<file path="src/rtl/crossbar_pkg.sv">
// Shared types and helpers for the crossbar master port and its ID FIFO.
// Latency: none (declarations only).
// Backpressure: not applicable.
package crossbar_pkg;

    localparam int          SEL_W_DEF    = 2;
    localparam logic [31:0] ERR_DATA_DEF = 32'hDEAD_BEEF;

    typedef logic [SEL_W_DEF-1:0] slv_idx_t;

    typedef enum logic [1:0] {
        IDLE,
        ISSUE,
        DECERR
    } state_t;

    // Pointer width for a power-of-two FIFO depth; never narrower than one bit.
    function automatic int ptr_w(input int depth);
        return (depth > 2) ? $clog2(depth) : 1;
    endfunction

endpackage

</file>
<file path="src/rtl/xbar_id_fifo.sv">
// In-order FIFO of target IDs, one entry per accepted master request.
// Latency: push visible at head one cycle later; pop takes effect on the next edge.
// Backpressure: push ignored when full (a same-cycle pop does not free a slot); pop ignored when empty.
module xbar_id_fifo
    import crossbar_pkg::*;
#(
    parameter  int ID_W  = 2,
    parameter  int DEPTH = 4,
    localparam int PTR_W = ptr_w(DEPTH),
    localparam int CNT_W = PTR_W + 1
) (
    input  logic             clk,
    input  logic             rst_n,
    input  logic             push,
    input  logic [ID_W-1:0]  push_id,
    input  logic             pop,
    output logic [ID_W-1:0]  head,
    output logic [CNT_W-1:0] count,
    output logic             full,
    output logic             empty
);

    logic [ID_W-1:0]  mem_q [DEPTH];
    logic [ID_W-1:0]  mem_d [DEPTH];
    logic [PTR_W-1:0] wr_ptr_q, wr_ptr_d;
    logic [PTR_W-1:0] rd_ptr_q, rd_ptr_d;
    logic [CNT_W-1:0] count_q, count_d;
    logic             do_push, do_pop;

    assign full    = (count_q == CNT_W'(DEPTH));
    assign empty   = (count_q == '0);
    assign do_push = push & ~full;
    assign do_pop  = pop & ~empty;
    assign head    = mem_q[rd_ptr_q];
    assign count   = count_q;

    always_comb begin
        mem_d    = mem_q;
        wr_ptr_d = wr_ptr_q;
        rd_ptr_d = rd_ptr_q;
        if (do_push) begin
            mem_d[wr_ptr_q] = push_id;
            wr_ptr_d        = wr_ptr_q + PTR_W'(1);
        end
        if (do_pop) begin
            rd_ptr_d = rd_ptr_q + PTR_W'(1);
        end
        count_d = count_q + CNT_W'(do_push) - CNT_W'(do_pop);
    end

    always_ff @(posedge clk or negedge rst_n) begin
        if (!rst_n) begin
            for (int i = 0; i < DEPTH; i++) begin
                mem_q[i] <= '0;
            end
            wr_ptr_q <= '0;
            rd_ptr_q <= '0;
            count_q  <= '0;
        end else begin
            mem_q    <= mem_d;
            wr_ptr_q <= wr_ptr_d;
            rd_ptr_q <= rd_ptr_d;
            count_q  <= count_d;
        end
    end

endmodule

</file>
<file path="src/rtl/master_port_router.sv">
// Master-side crossbar port: decodes m_sel to a one-hot slave request and steers responses back in order.
// Latency: m_gnt >= 2 cycles after m_req is taken; m_ack 1 cycle after the head slave's s_ack.
// Backpressure: holds s_req until the slave grants; m_stall and no new issue while MAX_OUT are outstanding.
module master_port_router
    import crossbar_pkg::*;
#(
    parameter int                N_SLAVES = 2,
    parameter int                SEL_W    = 2,
    parameter int                DATA_W   = 32,
    parameter int                MAX_OUT  = 4,
    parameter logic [DATA_W-1:0] ERR_DATA = DATA_W'(ERR_DATA_DEF)
) (
    input  logic                       clk,
    input  logic                       rst_n,
    input  logic                       m_req,
    input  logic [SEL_W-1:0]           m_sel,
    output logic                       m_gnt,
    output logic                       m_stall,
    output logic                       m_ack,
    output logic                       m_err,
    output logic [DATA_W-1:0]          m_rdata,
    output logic [N_SLAVES-1:0]        s_req,
    input  logic [N_SLAVES-1:0]        s_gnt,
    input  logic [N_SLAVES-1:0]        s_ack,
    input  logic [N_SLAVES*DATA_W-1:0] s_rdata,
    output logic                       err_sticky
);

    localparam int               CNT_W    = ptr_w(MAX_OUT) + 1;
    localparam logic [SEL_W-1:0] SENTINEL = SEL_W'(N_SLAVES);

    state_t              state_q, state_d;
    logic [N_SLAVES-1:0] s_req_q, s_req_d;
    logic [SEL_W-1:0]    sel_q, sel_d;
    logic                m_gnt_q, m_gnt_d;
    logic                m_ack_q, m_ack_d;
    logic                m_err_q, m_err_d;
    logic [DATA_W-1:0]   m_rdata_q, m_rdata_d;
    logic                err_sticky_q, err_sticky_d;

    logic                fifo_push, fifo_pop, fifo_full, fifo_empty;
    logic [SEL_W-1:0]    fifo_push_id, fifo_head;
    logic [CNT_W-1:0]    fifo_count;

    logic [N_SLAVES-1:0] legit_ack, sel_onehot;
    logic [DATA_W-1:0]   head_data;
    logic                head_err, ack_hit;

    xbar_id_fifo #(
        .ID_W  (SEL_W),
        .DEPTH (MAX_OUT)
    ) u_id_fifo (
        .clk     (clk),
        .rst_n   (rst_n),
        .push    (fifo_push),
        .push_id (fifo_push_id),
        .pop     (fifo_pop),
        .head    (fifo_head),
        .count   (fifo_count),
        .full    (fifo_full),
        .empty   (fifo_empty)
    );

    // Only the slave at the FIFO head may legitimately ack; everything else is stray.
    always_comb begin
        legit_ack  = '0;
        sel_onehot = '0;
        head_data  = '0;
        for (int k = 0; k < N_SLAVES; k++) begin
            if (!fifo_empty && fifo_head == SEL_W'(k)) begin
                legit_ack[k] = 1'b1;
                head_data    = s_rdata[k*DATA_W +: DATA_W];
            end
            sel_onehot[k] = (m_sel == SEL_W'(k));
        end
    end

    assign head_err = !fifo_empty && (fifo_head == SENTINEL);
    assign ack_hit  = |(s_ack & legit_ack);
    assign fifo_pop = ack_hit | head_err;

    always_comb begin
        state_d      = state_q;
        s_req_d      = s_req_q;
        sel_d        = sel_q;
        m_gnt_d      = 1'b0;
        fifo_push    = 1'b0;
        fifo_push_id = sel_q;
        unique case (state_q)
            IDLE: begin
                // The m_gnt cycle is dead time: the master may still be holding m_req.
                if (m_req && !m_gnt_q && fifo_count < CNT_W'(MAX_OUT)) begin
                    if (m_sel < SENTINEL) begin
                        s_req_d = sel_onehot;
                        sel_d   = m_sel;
                        state_d = ISSUE;
                    end else begin
                        state_d = DECERR;
                    end
                end
            end
            ISSUE: begin
                if (|(s_req_q & s_gnt)) begin
                    fifo_push = 1'b1;
                    m_gnt_d   = 1'b1;
                    s_req_d   = '0;
                    state_d   = IDLE;
                end
            end
            DECERR: begin
                fifo_push    = 1'b1;
                fifo_push_id = SENTINEL;
                m_gnt_d      = 1'b1;
                state_d      = IDLE;
            end
            default: state_d = IDLE;
        endcase
    end

    always_comb begin
        m_ack_d      = fifo_pop;
        m_err_d      = head_err;
        m_rdata_d    = m_rdata_q;
        err_sticky_d = err_sticky_q | (|(s_ack & ~legit_ack));
        if (ack_hit) begin
            m_rdata_d = head_data;
        end else if (head_err) begin
            m_rdata_d = ERR_DATA;
        end
    end

    always_ff @(posedge clk or negedge rst_n) begin
        if (!rst_n) begin
            state_q      <= IDLE;
            s_req_q      <= '0;
            sel_q        <= '0;
            m_gnt_q      <= 1'b0;
            m_ack_q      <= 1'b0;
            m_err_q      <= 1'b0;
            m_rdata_q    <= '0;
            err_sticky_q <= 1'b0;
        end else begin
            state_q      <= state_d;
            s_req_q      <= s_req_d;
            sel_q        <= sel_d;
            m_gnt_q      <= m_gnt_d;
            m_ack_q      <= m_ack_d;
            m_err_q      <= m_err_d;
            m_rdata_q    <= m_rdata_d;
            err_sticky_q <= err_sticky_d;
        end
    end

    assign s_req      = s_req_q;
    assign m_gnt      = m_gnt_q;
    assign m_ack      = m_ack_q;
    assign m_err      = m_err_q;
    assign m_rdata    = m_rdata_q;
    assign m_stall    = fifo_full;
    assign err_sticky = err_sticky_q;

endmodule

</file>
<file path="config.mk">
export PLATFORM = sky130hd
export DESIGN_NAME = master_port_router
export DESIGN_NICKNAME = d
export VERILOG_FILES = /design/src/rtl/crossbar_pkg.sv /design/src/rtl/xbar_id_fifo.sv /design/src/rtl/master_port_router.sv
export SDC_FILE = /design/constraint.sdc
export NUM_CORES = 1
export LEC_CHECK = 0
export CAP_MARGIN = 20
export CORE_ASPECT_RATIO = 1.2
export CORE_MARGIN = 5
export CORE_UTILIZATION = 48
export DETAILED_ROUTE_END_ITERATION = 10
export PLACE_DENSITY_LB_ADDON = 0.25
export SYNTH_ARGS = -nofsm -noshare
export SYNTH_HDL_FRONTEND = slang
export SYNTH_SLANG_ARGS = --single-unit
</file>
<file path="constraint.sdc">
create_clock -name clk -period 5.5 [get_ports clk]
set_clock_uncertainty 0.05 [all_clocks]
set_input_delay 0.825 -clock clk [delete_from_list [all_inputs] [get_ports clk]]
set_output_delay 0.825 -clock clk [all_outputs]
set_load 0.005 [all_outputs]
</file>
== Yosys cells after proc, flatten, opt, wreduce, memory -nomap -nowiden ==
Index checks and enable logic that the tools add are counted.

* Output and inout port bits: 39
* Register bits after elaboration: 57

* Reduce and logical (&&, ||, !) cells: 20
* Eq/ne operators: 9
* Order comparisons: 5
* Bitwise gates (word level): 12
* Add/subtract/negate cells: 4
* Muxes and demuxes: 22

{| class="wikitable"
|+ Operators by type and width
! kind !! count
|-
| $mux W32 || 4
|-
| $mux W2 || 9
|-
| $bwmux W8 || 1
|-
| $pmux W2 S2 || 2
|-
| $and A2 B2 Y2 || 3
|-
| $eq A2 B1 Y1 const B || 3
|-
| $ge A3 B3 Y1 const B || 2
|-
| $logic_and A1 B1 Y1 || 6
|-
| $logic_not A2 Y1 || 3
|-
| $ne A2 B2 Y1 const B || 3
|-
| $not A2 Y3 || 2
|-
| $reduce_or A2 Y1 || 3
|-
| $add A2 B1 Y2 const B || 2
|-
| $bmux W2 S2 || 1
|-
| $demux W2 S2 || 1
|-
| $eq A2 B2 Y1 const B || 2
|-
| $reduce_and A4 Y1 || 1
|-
| $reduce_bool A2 Y1 || 2
|-
| $add A3 B1 Y3 || 1
|-
| $eq A3 B3 Y1 const B || 1
|-
| $logic_not A3 Y1 || 1
|-
| $lt A3 B1 Y1 const B || 1
|-
| $lt A3 B3 Y1 const B || 1
|-
| $mux W1 || 3
|-
| 10 further kinds || 14
|}

== Depth between registers and ports, before layout ==
Gate-level depths: netlist of the first run.

* Depth in word-level cells: 12
* Depth in mapped cells: 11
* Gate-level depth less buffers: 8

== Cells and area by module ==
A second synthesis of the first run with hierarchy kept.

* Cell total of the unflattened synthesis: 228
* Area total of the unflattened synthesis: 2831.5 um2

{| class="wikitable"
|+ Modules (own cells, without submodules)
! module !! cells an instance !! sequential area each (um2) !! instances !! area each (um2)
|-
| master_port_router || 172 || 1051.0 || 1 || 2070.7
|-
| xbar_id_fifo || 56 || 375.4 || 1 || 760.7
|}

== Worst setup path after synthesis of the first run ==
OpenSTA, ideal clock, no wires.

* Kind: reg-to-reg
* Start: register u_id_fifo.rd_ptr_q[0]
* End: register u_id_fifo.count_q[2], in the netlist u_id_fifo.count[2]
* Buffers on the path: 2
* Slack: 2.772 ns
* Library setup time: 0.123 ns
* Data arrival time: 2.555 ns
* Stages on the path, launching flop included: 11
* Cells stage by stage: dfrtp_1 -> mux4_2 -> nor4b_2 -> a21o_1 -> buf_4 -> buf_8 -> ha_1 -> inv_1 -> ha_1 -> fa_1 -> xnor2_1

* Longest elaborated chain between the ends: 12
* Elaborated cells on any way between the ends: 17
* Classes of those cells: add/sub: 1; eq/ne: 2; mux: 5; bitwise: 4; reduce/logical: 5

{| class="wikitable"
|+ Ends and longest elaborated chain
! what !! line !! text
|-
| start: declaration || xbar_id_fifo.sv:26 || <nowiki>logic [PTR_W-1:0] rd_ptr_q, rd_ptr_d;</nowiki>
|-
| start signal: assignment || xbar_id_fifo.sv:62 || <nowiki>rd_ptr_q <= rd_ptr_d;</nowiki>
|-
| $not A2 Y3 (not written as such) (*) || xbar_id_fifo.sv:34 || <nowiki>assign head = mem_q[rd_ptr_q];</nowiki>
|-
| $bmux W2 S2 (*) || xbar_id_fifo.sv:34 ||
|-
| $mux W2 (not written as such) (*) (2 in a row) || xbar_id_fifo.sv:34 ||
|-
| $eq A2 B1 Y1 / $logic_not A2 Y1 (equally long branches) || master_port_router.sv:70 || <nowiki>if (!fifo_empty && fifo_head == SEL_W'(k)) begin</nowiki>
|-
| $logic_and A1 B1 Y1 || master_port_router.sv:70 ||
|-
| $mux W1 || master_port_router.sv:70 ||
|-
| $and A2 B2 Y2 || master_port_router.sv:79 || <nowiki>assign ack_hit = |(s_ack & legit_ack);</nowiki>
|-
| $reduce_or A2 Y1 || master_port_router.sv:79 ||
|-
| $or A1 B1 Y1 (*) || master_port_router.sv:80 || <nowiki>assign fifo_pop = ack_hit | head_err;</nowiki>
|-
| $and A1 B1 Y1 (*) || xbar_id_fifo.sv:33 || <nowiki>assign do_pop = pop & ~empty;</nowiki>
|-
| via u_id_fifo.do_pop || xbar_id_fifo.sv:28 || <nowiki>logic do_push, do_pop;</nowiki>
|-
| $sub A3 B1 Y3 (*) || xbar_id_fifo.sv:48 || <nowiki>count_d = count_q + CNT_W'(do_push) - CNT_W'(do_pop);</nowiki>
|-
| via u_id_fifo.count_d[2] || xbar_id_fifo.sv:27 || <nowiki>logic [CNT_W-1:0] count_q, count_d;</nowiki>
|-
| end signal: assignment || xbar_id_fifo.sv:63 || <nowiki>count_q <= count_d;</nowiki>
|-
| end: declaration || xbar_id_fifo.sv:27 ||
|}

The timed path passes the listed nets; every way through them passes the cells marked *. The select of a mux whose other input is x is not followed.
A chain may end at the register's enable or synchronous reset.

== Worst setup path after layout of the first run ==
* Start: register u_id_fifo.rd_ptr_q[0]
* End: register u_id_fifo.count_q[2], in the netlist u_id_fifo.count[2]

* Longest elaborated chain between the ends: 12
* Elaborated cells on any way between the ends: 17
* Classes of those cells: add/sub: 1; eq/ne: 2; mux: 5; bitwise: 4; reduce/logical: 5

{| class="wikitable"
|+ Ends and longest elaborated chain
! what !! line
|-
| $not A2 Y3 (not written as such) (*) || xbar_id_fifo.sv:34
|-
| $bmux W2 S2 (*) || xbar_id_fifo.sv:34
|-
| $mux W2 (not written as such) (*) (2 in a row) || xbar_id_fifo.sv:34
|-
| $eq A2 B1 Y1 / $logic_not A2 Y1 (equally long branches) || master_port_router.sv:70
|-
| $logic_and A1 B1 Y1 || master_port_router.sv:70
|-
| $mux W1 || master_port_router.sv:70
|-
| $and A2 B2 Y2 || master_port_router.sv:79
|-
| $reduce_or A2 Y1 || master_port_router.sv:79
|-
| $or A1 B1 Y1 (*) || master_port_router.sv:80
|-
| $and A1 B1 Y1 (*) || xbar_id_fifo.sv:33
|-
| $sub A3 B1 Y3 (*) || xbar_id_fifo.sv:48
|-
| via u_id_fifo.count_d[2] || xbar_id_fifo.sv:27
|}

Marks and branches as above.

==> results of run 1 <==
area by class of cell:
type | count | area (um^2)
timing repair buffer | 114 | 1130
sequential | 57 | 1430
multi-input combinational | 140 | 1450
clock inverter | 3 | 15.0
inverter | 19 | 71.3
tap | 82 | 103
clock buffer | 12 | 165
fill | 462 | 1770
per-stage QoR:
step	std cells	hold slack (ps)
finish	427	415
global route	427	446
CTS	427	415
detailed placement	412	402
global placement	412	396
floorplan	229	394
path summary, 6_finish.rpt:
kind,startpoint,end,slack (ps),cells past startpoint
max,u_id_fifo.rd_ptr_q[0]$_DFFE_PN0P_,u_id_fifo.count[2]$_DFF_PN0_,2290,8
min,err_sticky$_DFF_PN0_,err_sticky$_DFF_PN0_,410,1
max reg2reg,u_id_fifo.rd_ptr_q[0]$_DFFE_PN0P_,u_id_fifo.count[2]$_DFF_PN0_,2290,8
min reg2reg,err_sticky$_DFF_PN0_,err_sticky$_DFF_PN0_,410,1
max in group asynchronous,rst_n,state_q[1]$_DFFE_PN0P_,4350,2
min in group asynchronous,rst_n,m_rdata[11]$_DFFE_PN0N_,580,2
state kept, by name (all words and copies together) (netlist names):
| signal | flops |
|---|---|
| err_sticky | 1 |
| s_req | 2 |
| m_rdata | 32 |
| u_id_fifo.mem_q | 8 |
| m_ack | 1 |
| u_id_fifo.wr_ptr_q | 2 |
| u_id_fifo.count | 3 |
| u_id_fifo.rd_ptr_q | 2 |
| m_gnt | 1 |
| m_err | 1 |
| state_q | 2 |
| sel_q | 2 |
critical path: stages (launching register included):
cell	delay (ps)
dfrtp_1	460
mux4_2	990
nor4b_2	350
a21o_2	220
ha_1	270
inv_1	40
ha_1	180
fa_1	380
xnor2_1	140
routing by layer:
| metal | GRT usage (%) | vias to the layer above |
|---|---|---|
| met5 | 0 | - |
| li1 | - | 1072 |
| met1 | 23.7 | 1086 |
| met2 | 30.6 | 67 |
| met3 | 5.60 | 10 |
| met4 | 5.91 | 0 |
where the power goes:
| part | leakage, uW | internal (uW) | switching [uW] |
|---|---|---|---|
| clock | 0.0000980 | 195 | 158 |
| sequential | 0.000679 | 610 | 129 |
| combinational | 0.00103 | 765 | 552 |
cell families (layout without fill, tap and decap cells):
logic type | count (synthesis) | count (layout) | share of synthesized area (%)
fa+ha+maj | 10 | 10 | 4.34
simple gates | 28 | 28 | 6.51
xor+xnor | 4 | 4 | 1.15
flops | 57 | 57 | 46.7
compound gates | 52 | 52 | 19.3
mux | 46 | 46 | 16.3
buf+inv | 32 | 148 | 5.78
Yosys cell counts, drive strengths merged (2+ instances only):
cell type and instances:
dfrtp 57, mux2i 35, a2bb2oi 24, inv 19, buf 11, ha 9
mux2 9, o22ai 8, a22o 6, a21o 4, nor3b 4, nor4bb 4
a21oi 3, nor2b 3, or2 3, and2 2, clkbuf 2, mux4 2
nand2 2, nor2 2, nor3 2, o21ai 2, or3b 2, xnor2 2
xor2 2
==> reports/metrics.yaml, run 1 <==
critical_path:
  path_max_fanout: 39
  start_kind: "flop"
  cp.arrival_ps: 3380
  crit_required_ps: 5670
  path_class: "reg2reg"
  cp-end-kind: "flop"
logic_synthesis:
  synth-edff-count: 0
  netlist.area_leader.share_pct: 46.7
  syn_area_um2: 3050
  synth_top_cell_by_area: "dfrtp_1"
  synth_nets: 312
  async_flop_share_pct: 100
  avgSynthCellArea_um2: 13.3
  synth-seq-area-share_pct: 46.7
  ys_top_cells_by_area: "dfrtp_1 47%, mux2i_1 11%, a2bb2oi_2 10%, ha_1 3.7%, o22ai_2 3.3%"
  synth_ff_type: "dfrtp_1"
  ys_ff_latch: 57
  synthCells: 229
  ys.warnings.count: 0
  synth_cell_types: 41
cells_and_area:
  drive_above_1_share_pct: 15.9
  mostFrequentLayoutCell: "clkdlybuf4s50_1"
  final_cell_area_um2: 4360
  mostFrequentLayoutCells: "110 x clkdlybuf4s50_1, 57 x dfrtp_1, 35 x mux2i_1, 21 x a2bb2oi_2, 19 x inv_1"
  area_growth_pct: 42.8
  diodes: 0
  nNetsFinal: 424
  fin_util_pct: 71.2
timing:
  fin_crit_ps: 3210
  min_period_over_period_pct: 58.4
  final-setup-viol-count: 0
  setup_ws_ps: 2290
  tightest_slew_ps: 1110
  slew_headroom_pct: 26.1
  rsz0062_at_grt: "no"
  slew_viol_final: 0
  fin_setup_tns_ps: 0
  max_freq_mhz: 311
  finalHoldViolations: 0
floorplanning:
  initial_core_util_pct: 49.8
  die_h_um: 97.4
  ios: 112
  core-area_um2: 6130
  dieArea_um2: 8060
  rows: 31
  die_x_um: 82.8
power:
  ir_drop_mv: 0.353
  leakage_uw: 0.00180
  p_per_area_nw_per_um2: 552
  total_power_uw: 2410
route:
  ant_nets: 0
  drt_iter0_markers: 73
  wl_per_cell_um: 17.0
  vias_per_cell: 5.23
  highest_layer: "met4"
  wl_met2_um: 3570
  met3_length_um: 395
  wirelength_um: 7250
  route.layer.met1.wl_um: 3180
  drtPass1Iterations: 4
  drc: 0
  num_vias: 2235
clock_tree:
  cts_root_buf: "clkbuf_8"
  cts_tree: "yes"
  cts_buffer_depth: 2
  postCtsSetupBuffers: 0
  clkSlewWorstSetupHoldPaths_ps: 60
  holdBufCountCts: 0
  htreeDepth: 3
  numCtsBuffers: 9
  clk_latency_ps: 330
  cts_num_sinks: 57
  cts_resized: 0
global_routing:
  grt_pass1_vias: 2378
  antenna_found_initial: 0
  grt_max_degree: 58
  grt_pass1_wl_um: 12000
  grt_usage_pct: 18.7
  grt_overflow_total: 0
placement:
  io_buffers: 111
  hpwl_um: 5430
  post-place-ws_ps: 2280
  placed_cell_area_um2: 4180
  gp_congestion: 0.766
worst_hold_path:
  hp-class: "reg2reg"
outcome:
  status: "completed"
job:
  maxCapViolCount: 0
(Power assumes the default switching activity.)
==> inputs of run 2 (changes only) <==
--- a/config.mk
+++ b/config.mk
@@ -8,7 +8,7 @@
 export CAP_MARGIN = 20
 export CORE_ASPECT_RATIO = 1.2
 export CORE_MARGIN = 5
-export CORE_UTILIZATION = 48
+export CORE_UTILIZATION = 40
 export DETAILED_ROUTE_END_ITERATION = 10
 export PLACE_DENSITY_LB_ADDON = 0.25
 export SYNTH_ARGS = -nofsm -noshare
==> constraint.sdc (replaced) <==
create_clock -name clk -period 2.85 [get_ports clk]
set_clock_uncertainty 0.05 [all_clocks]
set_input_delay 0.4275 -clock clk [delete_from_list [all_inputs] [get_ports clk]]
set_output_delay 0.4275 -clock clk [all_outputs]
set_load 0.005 [all_outputs]
==> reports/metrics.yaml, run 2 (same netlist as run 1, synthesis figures left out) <==
outcome:
  status: "completed"
critical_path:
  cp.arrival_ps: 2770
  cp-end-kind: "flop"
  max_stage_delay_ps: 580
  path_max_fanout: 6
  path_class: "reg2reg"
  crit_chain: "mux4_2, nor4b_2, a21o_2, ha_1, inv_1, ha_1, fa_1, xnor2_1"
  start_kind: "flop"
  cp-startpoint: "u_id_fifo.rd_ptr_q[0]$_DFFE_PN0P_"
  crit_slowest_cell: "mux4_2"
  cp_common_cell: "ha_1"
  crit_required_ps: 3010
  timing.rr.start: "u_id_fifo.rd_ptr_q[0]$_DFFE_PN0P_"
clock_tree:
  postCtsSetupBuffers: 0
  cts_resized: 0
  clk_latency_ps: 330
  cts_num_sinks: 57
  htreeDepth: 3
  clkSlewWorstSetupHoldPaths_ps: 70
  cts_tree: "yes"
  cts_root_buf: "clkbuf_8"
  cts_buffer_depth: 2
  numCtsBuffers: 9
  holdBufCountCts: 0
route:
  ant_nets: 0
  drc: 0
  vias_per_cell: 5.03
  drtPass1Iterations: 4
  wirelength_um: 7320
  num_vias: 2225
  drt_iter0_markers: 44
  wl_per_cell_um: 16.6
timing:
  fin_setup_tns_ps: 0
  max_freq_mhz: 383
  final-setup-viol-count: 0
  slew_viol_final: 0
  fin_crit_ps: 2610
  finalHoldViolations: 0
  tightest_slew_ps: 847
  rsz0062_at_grt: "no"
  setup_ws_ps: 242
  slew_headroom_pct: 43.6
  min_period_over_period_pct: 91.5
global_routing:
  grt_pass1_vias: 2311
  grt_usage_pct: 15.6
  grt_max_degree: 36
  grt_pass1_wl_um: 12000
  grt_overflow_total: 0
  antenna_found_initial: 0
placement:
  post-place-ws_ps: 262
  gp_congestion: 0.842
  hpwl_um: 5520
  io_buffers: 111
power:
  switching_share_pct: 33.3
  leakage_uw: 0.00185
  p_clk_share_pct: 18.8
  pwr-share-comb_pct: 52.3
  internal_power_uw: 3270
  ir_drop_mv: 0.582
  switchingPower_uw: 1630
  p_per_area_nw_per_um2: 1100
  pwr-share-seq_pct: 29.0
cells_and_area:
  nFillCells: 639
  mostFrequentLayoutCells: "110 x clkdlybuf4s50_1, 57 x dfrtp_1, 35 x mux2i_1, 21 x a2bb2oi_2, 19 x inv_1"
  mostFrequentLayoutCell: "clkdlybuf4s50_1"
  largest_reg_flops: 32
  nNetsFinal: 428
  diodes: 0
  drive_above_1_share_pct: 16.9
  area_growth_pct: 46.3
floorplanning:
  dieArea_um2: 9490
  die_x_um: 89.8
  die_h_um: 106
  rows: 35
  ios: 112
  core-area_um2: 7580
  initial_core_util_pct: 40.3
worst_hold_path:
  hp-class: "in2async"
job:
  maxCapViolCount: 0
## run 2: stage by stage
step	instance area (um^2)	cells	utilization (%)	hold WS [ps]	power [uW]
floorplan	3050	229	-	81.9	3200
global placement	4220	426	55.8	392	3970
detailed placement	4220	426	55.8	398	4040
CTS	4470	442	59.0	167	4980
global route	4470	442	59.0	203	5240
finish	4470	442	59.0	149	4900
## run 2: final cells by class
type | instances | area [um^2] | share of cell area, %
clock inverters | 5 | 103 | 2.30
multi-input cells | 140 | 1450 | 32.5
clock buffers | 11 | 141 | 3.16
inverters | 19 | 71.3 | 1.60
repair buffers | 118 | 1160 | 25.9
well taps | 92 | 115 | 2.58
flip-flops and latches | 57 | 1430 | 31.9
## run 2: routing by layer
| metal | track usage (%) | vias to the layer above | wire length (um) |
|---|---|---|---|
| li1 | - | 1073 | - |
| met1 | 20.0 | 1077 | 3200 |
| met2 | 24.8 | 68 | 3470 |
| met3 | 5.35 | 7 | 566 |
| met4 | 4.97 | 0 | 81 |
| met5 | 0 | - | 0 |
## run 2: power by group through the flow
stage	combinational, uW	clock, uW	sequential [uW]
2_1_floorplan	1780	0	1420
3_3_place_gp	2550	0	1420
3_5_place_dp	2600	0	1440
4_1_cts	2610	948	1420
5_1_grt	2780	986	1480
6_report	2560	919	1420
## run 2: worst max-delay path: cells and delay by family (launching register included)
family          cells  cell delay, ps
simple gates        1             190
mux                 1             580
fa+ha+maj           3             820
buf+inv             1              40
compound gates      1             200
xor+xnor            1             130
flops               1             480
## run 2: worst paths after layout
| path | end | cells past startpoint | slack (ps) |
|---|---|---|---|
| worst max-delay path | u_id_fifo.count[2]$_DFF_PN0_ | 8 | 240 |
| worst min-delay path | m_rdata[5]$_DFFE_PN0N_ | 1 | 150 |
| worst max register to register | u_id_fifo.count[2]$_DFF_PN0_ | 8 | 240 |
| worst min register to register | err_sticky$_DFF_PN0_ | 1 | 410 |
| max in group asynchronous | m_err$_DFF_PN0_ | 2 | 1860 |
| min in group clk | err_sticky$_DFF_PN0_ | 1 | 410 |
==> inputs of run 3 (changes only) <==
--- a/config.mk
+++ b/config.mk
@@ -8,9 +8,10 @@
 export CAP_MARGIN = 20
 export CORE_ASPECT_RATIO = 1.2
 export CORE_MARGIN = 5
-export CORE_UTILIZATION = 40
+export CORE_UTILIZATION = 35
 export DETAILED_ROUTE_END_ITERATION = 10
 export PLACE_DENSITY_LB_ADDON = 0.25
 export SYNTH_ARGS = -nofsm -noshare
 export SYNTH_HDL_FRONTEND = slang
+export SYNTH_HIERARCHICAL = 1
 export SYNTH_SLANG_ARGS = --single-unit
==> reports/metrics.yaml, run 3 <==
outcome:
  status: "completed"
clock_tree:
  cts_num_sinks: 57
  holdBufCountCts: 0
  cts_root_buf: "clkbuf_8"
  clk_latency_ps: 320
  numCtsBuffers: 9
  cts_tree: "yes"
  cts_buffer_depth: 2
  clkSlewWorstSetupHoldPaths_ps: 70
  htreeDepth: 3
timing:
  hold_slack_ps: 42.6
  min_period_over_period_pct: 94.7
  slew_headroom_pct: 62.2
  tightest_slew_ps: 568
  max_freq_mhz: 370
  slew_viol_final: 0
  fin_setup_tns_ps: 0
  finalHoldViolations: 0
  fin_crit_ps: 2700
  final-setup-viol-count: 0
  setup_ws_ps: 150
  rsz0062_at_grt: "no"
logic_synthesis:
  syn_area_um2: 2830
  synthCells: 228
  avgSynthCellArea_um2: 12.4
  synth_nets: 312
  netlist.area_leader.share_pct: 50.4
  ys_top_cells_by_area: "dfrtp_1 50%, mux2i_1 12%, a2bb2oi_1 7.4%, ha_1 4.4%, mux2_2 3.6%"
  synth_ff_type: "dfrtp_1"
  ys.warnings.count: 6
  synth_xor_area_share_pct: 1.55
  synth-edff-count: 0
  synth-seq-area-share_pct: 50.4
  synth_cell_types: 42
  synth-simple-area-share_pct: 8.53
  synth_most_common_cell: "dfrtp_1"
  synth_top_cell_by_area: "dfrtp_1"
  ys_ff_latch: 57
  async_flop_share_pct: 100
  synthAdderAreaFrac_pct: 5.13
  synth_mux_area_share_pct: 17.4
  ys_top_cells_by_count: "57 x dfrtp_1, 33 x mux2i_1, 24 x a2bb2oi_1, 17 x inv_1, 10 x ha_1"
  synth-compound-area-share_pct: 13.0
  synth_top_family_by_area: "multiplexers"
floorplanning:
  die_h_um: 109
  ios: 112
  die_x_um: 92.1
  core-area_um2: 8020
  rows: 36
  initial_core_util_pct: 35.3
  dieArea_um2: 10000
critical_path:
  start_kind: "flop"
  cp.arrival_ps: 2840
  cp-end-kind: "flop"
  crit_required_ps: 2990
  path_class: "reg2reg"
  crit_slowest_cell: "mux4_2"
  path_max_fanout: 7
  crit_chain: "mux4_2, o21bai_1, a21oi_2, nor2b_4, ha_1, inv_1, ha_1, fa_2, xor2_1, xnor2_1"
  cp_common_cell: "ha_1"
  reg2reg_depth: 10
  max_stage_delay_ps: 580
power:
  pwr-share-comb_pct: 52.6
  leakage_uw: 0.00182
  switchingPower_uw: 1590
  pwr-share-seq_pct: 30.6
  p_clk_share_pct: 16.8
  p_per_area_nw_per_um2: 1090
  ir_drop_mv: 0.437
  switching_share_pct: 33.8
  internal_power_uw: 3110
route:
  drt_iter0_markers: 47
  wl_met2_um: 3330
  num_vias: 2184
  wl_per_cell_um: 15.7
  route.layer.met1.wl_um: 3080
  drtPass1Iterations: 4
  vias_per_cell: 4.90
  highest_layer: "met4"
  drc: 0
  ant_nets: 0
  wirelength_um: 7020
  met3_length_um: 511
global_routing:
  antenna_found_initial: 0
  grt_pass1_wl_um: 11500
  grt_pass1_vias: 2257
  grt_max_degree: 58
  grt_usage_pct: 14.6
  grt_overflow_total: 0
cells_and_area:
  seq_area_um2: 1430
  largest_reg_flops: 32
  mostFrequentLayoutCell: "clkdlybuf4s50_1"
  nFillCells: 729
  mostFrequentLayoutCells: "110 x clkdlybuf4s50_1, 56 x dfrtp_1, 33 x mux2i_1, 24 x a2bb2oi_1, 17 x inv_1"
  nNetsFinal: 431
  diodes: 0
  multi_input_area_um2: 1310
  drive_above_1_share_pct: 14.5
  area_growth_pct: 52.2
  fin_cells: 446
placement:
  placedCellCount: 431
  post-place-ws_ps: 47.8
  gp_congestion: 0.743
  hpwl_um: 5290
  io_buffers: 111
worst_hold_path:
  hp-class: "in2async"
job:
  maxCapViolCount: 0
==> run 3: changes by cell type after synthesis, moves of 5 or more <==
cell       before  now
a2bb2oi_1       3   24
mux2_2          1    9
mux2_1          8    0
a22o_1          6    0
buf_4           5    0
a2bb2oi_2      21    0
o22ai_1         0    9
o22ai_2         8    0
==> run 3: worst paths after layout <==
path	start	to	slack (ps)
setup / recovery	u_id_fifo/rd_ptr_q[0]$_DFFE_PN0P_	u_id_fifo/count[2]$_DFF_PN0_	150
hold / removal	rst_n	m_rdata[10]$_DFFE_PN0P_	40
setup reg to reg	u_id_fifo/rd_ptr_q[0]$_DFFE_PN0P_	u_id_fifo/count[2]$_DFF_PN0_	150
hold reg to reg	err_sticky$_DFF_PN0_	err_sticky$_DFF_PN0_	430
max in group asynchronous	rst_n	u_id_fifo/rd_ptr_q[0]$_DFFE_PN0P_	2440
min in group clk	err_sticky$_DFF_PN0_	err_sticky$_DFF_PN0_	430
==> run 3: final cells by class <==
class,instances,area share (%)
multi-input cells,143,30.3
clock buffers,13,4.15
flip-flops and latches,57,33.1
inverters,17,1.48
repair buffers,119,27.4
well taps,95,2.76
clock inverters,2,0.813
==> run 3: metrics by stage <==
step | util [%] | total power [uW] | instance area (um^2)
floorplan | - | 2950 | 2850
global placement | 51.1 | 3900 | 4090
detailed placement | 51.1 | 3970 | 4090
CTS | 53.7 | 4780 | 4310
global route | 53.7 | 5060 | 4310
finish | 53.7 | 4690 | 4310
==> run 3: routing by layer <==
metal	vias up	GRT usage, %
li1	1069	-
met1	1031	18.4
met2	75	23.4
met3	9	4.45
met4	0	6.37
met5	-	0
==> run 3: logic make-up after synthesis <==
group | Yosys count
compound gates | 46
xor+xnor | 5
fa+ha+maj | 11
buf+inv | 28
flops | 57
mux | 45
simple gates | 36
==> run 3: power groups by stage <==
stage               clock [uW]  sequential (uW)  combinational, uW
finish                     789             1440               2470
global route               851             1480               2720
CTS                        815             1440               2530
detailed placement           0             1450               2520
global placement             0             1430               2470
floorplan                    0             1440               1510
==> run 3: timing repair <==
action	in CTS	in global routing
gates resized for setup	0	1
hold endpoints to repair	0	0
endpoints found under the setup margin	0	1
buffers inserted	0	0
==> run 3: worst max-delay path: cells and delay by family, from the launching register on <==
family,cells,cell delay (ps)
adders and majority gates,3,780
muxes,1,580
DFF,1,410
xor gates and xnor gates,2,300
AOI/OAI and AO/OA,2,260
and+or+nand+nor,1,150
buffers and inverters,1,40
